### src/rtl/reg_file_sb.sv
// Register file with per-entry busy scoreboard and post-reset clear sweep; reads are combinational, writes land on the next edge.
// Optional write-to-read forwarding under REGFILE_BYPASS_EN; o_ready low (all writes/allocs ignored) until the sweep finishes.
module reg_file_sb #(
   parameter  int XLEN  = 32,
   parameter  int NREGS = 32,
   parameter  int NRP   = 2,
   localparam int AW    = $clog2(NREGS)
) (
   input  logic                clk,
   input  logic                rst_n,
   input  logic                i_re,
   input  logic [NRP*AW-1:0]   i_rs,
   output logic [NRP*XLEN-1:0] o_rdata,
   output logic [NRP-1:0]      o_rbusy,
   input  logic                i_wr,
   input  logic [AW-1:0]       i_rd,
   input  logic [XLEN-1:0]     i_wdata,
   input  logic                i_alloc,
   input  logic [AW-1:0]       i_alloc_rd,
   output logic                o_ready
);

   typedef enum logic {S_INIT, S_RUN} state_t;

   // One extra bit so the range check never degenerates into a constant compare
   localparam logic [AW:0]   LIMIT = (AW+1)'(NREGS);
   localparam logic [AW-1:0] LAST  = AW'(NREGS-1);

   state_t            r_state;
   state_t            w_state_nxt;
   logic [AW-1:0]     r_ptr;
   logic [AW-1:0]     w_ptr_nxt;
   logic              r_ready;
   logic [XLEN-1:0]   r_mem [NREGS];
   logic [NREGS-1:0]  r_busy;

   logic              w_run;
   logic              w_sweep_we;
   logic              w_wr_ok;
   logic              w_alloc_ok;

   always_ff @(posedge clk) begin
      if (!rst_n) begin
         r_state <= S_INIT;
         r_ptr   <= AW'(1);
         r_ready <= 1'b0;
      end else begin
         r_state <= w_state_nxt;
         r_ptr   <= w_ptr_nxt;
         r_ready <= (w_state_nxt == S_RUN);
      end
   end

   always_comb begin
      w_state_nxt = r_state;
      w_ptr_nxt   = r_ptr;
      if (r_state == S_INIT) begin
         w_ptr_nxt = r_ptr + AW'(1);
         if (r_ptr == LAST) w_state_nxt = S_RUN;
      end
   end

   always_comb begin
      w_run      = (r_state == S_RUN);
      w_sweep_we = (r_state == S_INIT);
   end

   assign o_ready    = r_ready;
   assign w_wr_ok    = w_run && i_wr && (i_rd != '0) && ({1'b0, i_rd} < LIMIT);
   assign w_alloc_ok = w_run && i_alloc && (i_alloc_rd != '0) && ({1'b0, i_alloc_rd} < LIMIT);

   // Storage has no reset; the sweep zeroes it instead
   always_ff @(posedge clk) begin
      if (rst_n) begin
         if (w_sweep_we)
            r_mem[r_ptr] <= '0;
         else if (w_wr_ok)
            r_mem[i_rd] <= i_wdata;
      end
   end

   // Alloc is checked first so a same-cycle write+alloc leaves the entry busy
   always_ff @(posedge clk) begin
      if (!rst_n) begin
         r_busy <= '0;
      end else if (w_run) begin
         for (int i = 1; i < NREGS; i++) begin
            if (w_alloc_ok && (i_alloc_rd == AW'(i)))
               r_busy[i] <= 1'b1;
            else if (w_wr_ok && (i_rd == AW'(i)))
               r_busy[i] <= 1'b0;
         end
      end
   end

   for (genvar k = 0; k < NRP; k++) begin : g_rd
      logic [AW-1:0] w_rs;
      logic          w_valid;

      assign w_rs    = i_rs[k*AW +: AW];
      assign w_valid = w_run && (w_rs != '0) && ({1'b0, w_rs} < LIMIT);

`ifdef REGFILE_BYPASS_EN
      logic w_byp;
      assign w_byp = w_wr_ok && (i_rd == w_rs);
      assign o_rdata[k*XLEN +: XLEN] = (!i_re || !w_valid) ? '0 :
                                       w_byp ? i_wdata : r_mem[w_rs];
      assign o_rbusy[k] = w_valid &&
                          (w_byp ? (w_alloc_ok && (i_alloc_rd == w_rs)) : r_busy[w_rs]);
`else
      assign o_rdata[k*XLEN +: XLEN] = (!i_re || !w_valid) ? '0 : r_mem[w_rs];
      assign o_rbusy[k] = w_valid && r_busy[w_rs];
`endif
   end

endmodule

### config.mk
export PLATFORM = sky130hd
export DESIGN_NAME = reg_file_sb
export DESIGN_NICKNAME = d
export VERILOG_FILES = /design/src/rtl/reg_file_sb.sv
export SDC_FILE = /design/constraint.sdc
export NUM_CORES = 1
export LEC_CHECK = 0
export CAP_MARGIN = 25
export CORE_ASPECT_RATIO = 0.8
export CORE_MARGIN = 2
export CORE_UTILIZATION = 50
export CTS_CLUSTER_DIAMETER = 120
export DETAILED_ROUTE_END_ITERATION = 16
export GPL_TIMING_DRIVEN = 0
export HOLD_SLACK_MARGIN = 0.1
export PLACE_DENSITY = 0.67
export SETUP_SLACK_MARGIN = 0.4
export SKIP_CTS_REPAIR_TIMING = 1
export SLEW_MARGIN = 20
export SYNTH_ARGS = -nofsm -noshare
export SYNTH_HDL_FRONTEND = slang
export SYNTH_SLANG_ARGS = --single-unit
### constraint.sdc
create_clock -name clk -period 6.65 [get_ports clk]
set_input_delay 1.6625 -clock clk [delete_from_list [all_inputs] [get_ports clk]]
set_output_delay 1.6625 -clock clk [all_outputs]
set_load 0.02 [all_outputs]
# --- Yosys cells after proc, flatten, opt, wreduce, memory -nomap -nowiden ---
# Memories as Yosys holds them, arrays and structs flattened.
# Cells that the tools add are included.
totals:
  output_inout_bits: 67
  n_memories: 1
  mem_bits_ro: 0
  regBits: 37
  ramBits: 1024
  latch_bits: 0
memory_table:
  columns: ["memory", "words", "word_bits", "read_ports", "rd_ports_with_merged_regs", "wr", "line_no", "text"]
  rows:
  - ["r_mem", 32, 32, 2, 0, 1, "34", "logic [XLEN-1:0] r_mem [NREGS];"]
op_classes:
  reduce_logical: 142
  n_mul: 0
  bitwise_logic: 0
  n_mux: 80
  shifts: 0
  addsub: 1
  div_mod_pow: 0
  eq_ne: 63
  magnitude_cmp: 2
ops:
  columns: ["op", "count"]
  rows:
  - ["$eq 5x5->1 const B", 33]
  - ["$mux 32", 3]
  - ["$eq 5x4->1 const B", 16]
  - ["$mux 1", 74]
  - ["$logic_and 1x1->1", 70]
  - ["$reduce_and 2->1", 31]
  - ["$reduce_bool 2->1", 31]
  - ["$eq 5x3->1 const B", 8]
  - ["$reduce_or 32->1", 1]
  - ["$eq 5x2->1 const B", 4]
  - ["$reduce_bool 5->1", 4]
  - ["$lt 5x6->1 const B", 2]
  - ["$bmux 1 s5", 2]
  - ["$eq 5x1->1 const B", 2]
  - ["$add 5x1->5 const B", 1]
  - ["$mux 5", 1]
  - ["$logic_not 1->1", 3]
  - ["$logic_or 1x1->1", 2]

# --- Logic depth before layout (Yosys ltp) ---
logic_depth:
  depth_word: 8
  mapped_depth: 9
  depth_no_buf: 5

# --- Least setup slack after synthesis ---
# OpenSTA, ideal clock, no wires.
synth_timing:
  path_kind: "input -> register"
  start: "input port i_rd[1]"
  end: "memory r_mem[18][0] (enable)"
  t_arrival_ns: 5.129
  path_stages: 7
  setup_slack_ns: 1.059
  setup_time_ns: 0.461
  t_required_ns: 6.189
  path_cell_list: "buf_2 > or2_1 > buf_2 > o2111a_1 > buf_6 > mux2i_4 > nor3_1"
synth_via:
  elab_chain_len: 8
synth_lines:
  columns: ["element", "line_no", "text"]
  rows:
  - ["start, declared", "16", "input logic [AW-1:0] i_rd,"]
  - ["$reduce_bool 5->1", "69", "assign w_wr_ok = w_run && i_wr && (i_rd != '0) && ({1'b0, i_rd} < LIMIT);"]
  - ["$logic_and 1x1->1", "69", null]
  - ["$mux 1", "77", "else if (w_wr_ok)"]
  - ["$mux 1", "75", "if (w_sweep_we)"]
  - ["$mux 1", "74", "if (rst_n) begin"]
  - ["$mux 1 (implied by the code)", "78", "r_mem[i_rd] <= i_wdata;"]
  - ["$reduce_or 32->1 (no line)", null, null]
  - ["$mux 5 (no line) or $mux 1 (tied branches)", null, null]
  - ["end, declared", "34", null]
# Parallel ways exist; a longest one is shown, timed or not.

# --- Final worst setup path ---
layout_timing:
  start: "input port i_rs[3]"
  end: "output port o_rdata[20]"
layout_via:
  elab_chain_len: 5
layout_lines:
  columns: ["element", "line_no", "text"]
  rows:
  - ["start, declared", "12", "input logic [NRP*AW-1:0] i_rs,"]
  - ["parallel branches: the longest is 4 deep, another holds $mem_v2 32x32", null, null]
  - ["$mux 32 (*)", "111", "assign o_rdata[k*XLEN +: XLEN] = (!i_re || !w_valid) ? '0 : r_mem[w_rs];"]
  - ["end, declared", "13", "output logic [NRP*XLEN-1:0] o_rdata,"]
# Every way passes the cells marked *.

==> metrics.cfg <==
[cts]
clock-sinks=1061
cts_tree=done
htreeDepth=3
numCtsBuffers=107
cts_buffer_depth=3
clk_pin_slew_ns=0.06
cts-root-buf=clkbuf_16
clk_latency_ns=0.69

[worst_setup_path]
arrival_ns=4.73
crit_path_max_fanout=10
reg2reg_to=r_mem[13][12]
rr_worst_depth=8
start_kind=input pin
reg2reg_from=o_ready
critPathRequiredTime_ns=4.99
cp-end-kind=primary output
r2r_setup_slack_ns=2.77
worstSetupPathType=in -> out

[synthesis]
synth_cell_types=48
synth_edf_count=1024
yosysTopAreaCellShare_pct=62.1
ys_seq_elements=1061
seq_area_frac_synth_pct=63.6
synthesis.nets=2634
synth_top_flop_cell=edfxtp_1
syn_inst=2575
syn_avg_cell_area_um2=19.2
mappedNetlistArea_mm2=0.0495
ys_top_cells_by_area=edfxtp_1 62%, mux4_2 23%, a22oi_1 2.9%, mux2i_1 2.5%, dfxtp_1 1.5%
synth_top_area_cell=edfxtp_1
async_reset_ff_share_pct=0
yosys_warnings=0

[drt]
route.vias.total=32271
wl_per_cell_um=39.9
drt_pass1_iterations=6
drc=0
viasPerCell=7.30
drtIter0Drc=5687
routed_wl_um=176000
route.antenna.remaining_nets=0

[global_routing]
grt_pass1_vias=31811
grt_usage_pct=34.6
grt_max_degree=33
overflow=0
antenna_found_initial=3
grt_pass1_wl_um=242000

[timing]
drv_slew=0
slew_headroom_pct=27.8
grt_setup_unrepaired=yes
hold_viol=0
finalSetupTns_ns=0
fin_skew_ns=0.0183
tightest_slew_ns=1.08
layout_setup_ws_ns=0.258
finalCritPeriodShare_pct=96.1
max_freq_ghz=0.156
setup_viol=0
min_period_ns=6.39

[min_path]
hold_depth=2
min_path_type=reg -> reg
hold_path_end=r_busy[14]
hold_start=r_busy[14]

[finish]
seqCellArea_mm2=0.0315
fin_util_pct=59.2
diodes=0
stdcell_count=4422
area_growth_pct=17.7
fillers=7196
multi_input_area_mm2=0.0173
design_area_mm2=0.0582
final_nets=3082
drive_gt1_share_pct=36.3

[placed_design]
placed_area_mm2=0.0541
dp_cells=4200
post-place-ws_ns=-0.819
place.gp.congestion=0.924
hpwl_um=126000
port_buffers=116

[floorplanning]
die_h_um=285
start_util_pct=50.3
die-area_mm2=0.102
pin_count=124
num_rows=103
core_area_mm2=0.0985
die_w_um=356

[power]
ir_drop_uv=230
power.density_mw_per_mm2=245
p_leak_nw=18.4

[run_status]
outcome=complete, no violations

[job]
drv_cap=0

[metrics by stage]
step	hold WS [ns]	power, mW
detailed placement	0.496	8.38
floorplan	0.464	7.97
global placement	0.485	8.34
global route	0.528	14.5
finish	0.503	14.3
CTS	0.504	14.2
[worst max-delay path by stage]
stage / from / endpoint / slack, ns
final: i_rs[3] / o_rdata[20] / 0.26
after global routing: i_rs[2] / o_rdata[20] / 0.26
after CTS: i_rs[2] / o_rdata[8] / -0.83
after detailed placement: i_rs[2] / o_rdata[8] / -0.82
after global placement: i_rd[0] / r_mem[13][17] / -3.80
after floorplan: i_rd[1] / r_mem[18][0] / 1.06
[worst max-delay path, stage by stage]
cell,delay (ns)
clkdlybuf4s50_1,0.49
clkbuf_2,0.25
nor2_2,0.48
clkbuf_1,0.69
a22o_1,0.40
a31oi_1,0.13
clkdlybuf4s50_1,0.60
[state kept, by name, indices dropped and copies added, names as in the netlist]
name,cells
o_ready,1
r_ptr,5
r_mem,1024
r_busy,31
[cell type report]
| type | count | area share (%) |
|---|---|---|
| flip-flops and latches | 1061 | 54.1 |
| multi-input cells | 1306 | 29.7 |
| repair buffers | 339 | 5.42 |
| clock buffers | 136 | 4.89 |
| well taps | 1312 | 2.82 |
| plain buffers | 206 | 2.23 |
| clock inverters | 60 | 0.889 |
| inverters | 2 | 0.0129 |
[power by group]
part | total [mW] | switching (mW) | internal, mW
Combinational | 0.993 | 0.618 | 0.375
Sequential | 7.30 | 0.0234 | 7.27
Clock | 5.97 | 2.61 | 3.36
Total | 14.3 | 3.25 | 11.0
[metal layers]
metal	track usage [%]	vias up	wire, um
met5	0.605	-	49
met4	15.4	2	8860
met3	12.1	495	26600
met2	50.8	3000	78300
met1	47.0	16772	62700
li1	-	12002	-
[cells in the mapped netlist (2+ instances only)]
cell	n
buf_2	56
ha_1	2
o2111a_1	2
a221o_1	2
mux2i_4	5
nand2b_1	7
and2_1	39
o21ai_1	3
a22o_1	31
mux4_2	499
xnor2_1	2
dfxtp_1	37
nor3_1	37
a31oi_1	31
mux2i_1	123
nor2b_1	24
nor2_1	17
clkbuf_1	79
o21ai_0	32
inv_1	2
a22oi_1	191
buf_4	33
nand3_1	23
buf_6	11
a21boi_0	30
buf_1	27
mux2_2	21
and3_1	7
edfxtp_1	1024
a21oi_1	65
or4_1	2
nand2_1	63
or2_1	33
[layout by cell type, fill, tap and decap left out, drive strengths merged, types with 2 or more instances in the layout]
cell type / count
mux2i: 129
clkdlybuf4s50: 102
dfxtp: 37
nor2: 17
or2: 34
clkinvlp: 4
o21ai: 35
a22oi: 191
a221o: 2
and3: 7
o2111ai: 2
a21boi: 30
o2111a: 2
bufinv: 9
mux4: 499
nand2: 63
and2: 40
clkbuf: 238
inv: 5
or4: 2
xnor2: 2
a21oi: 65
nor3: 37
buf: 327
nand2b: 7
clkinv: 44
dlymetal6s2s: 14
ha: 2
nor2b: 24
a31oi: 31
a22o: 31
mux2: 21
nand3: 23
edfxtp: 1024
[kinds of logic after synthesis]
family,count (synthesis),share of synthesized area (%)
DFF,1061,63.6
muxes,649,25.9
AOI/OAI and AO/OA,394,5.51
and+or+nand+nor,259,2.73
buffers and inverters,208,2.14
xor gates and xnor gates,2,0.0354
adders and majority gates,2,0.0505
No activity file was read; power rests on OpenSTA's default activity.
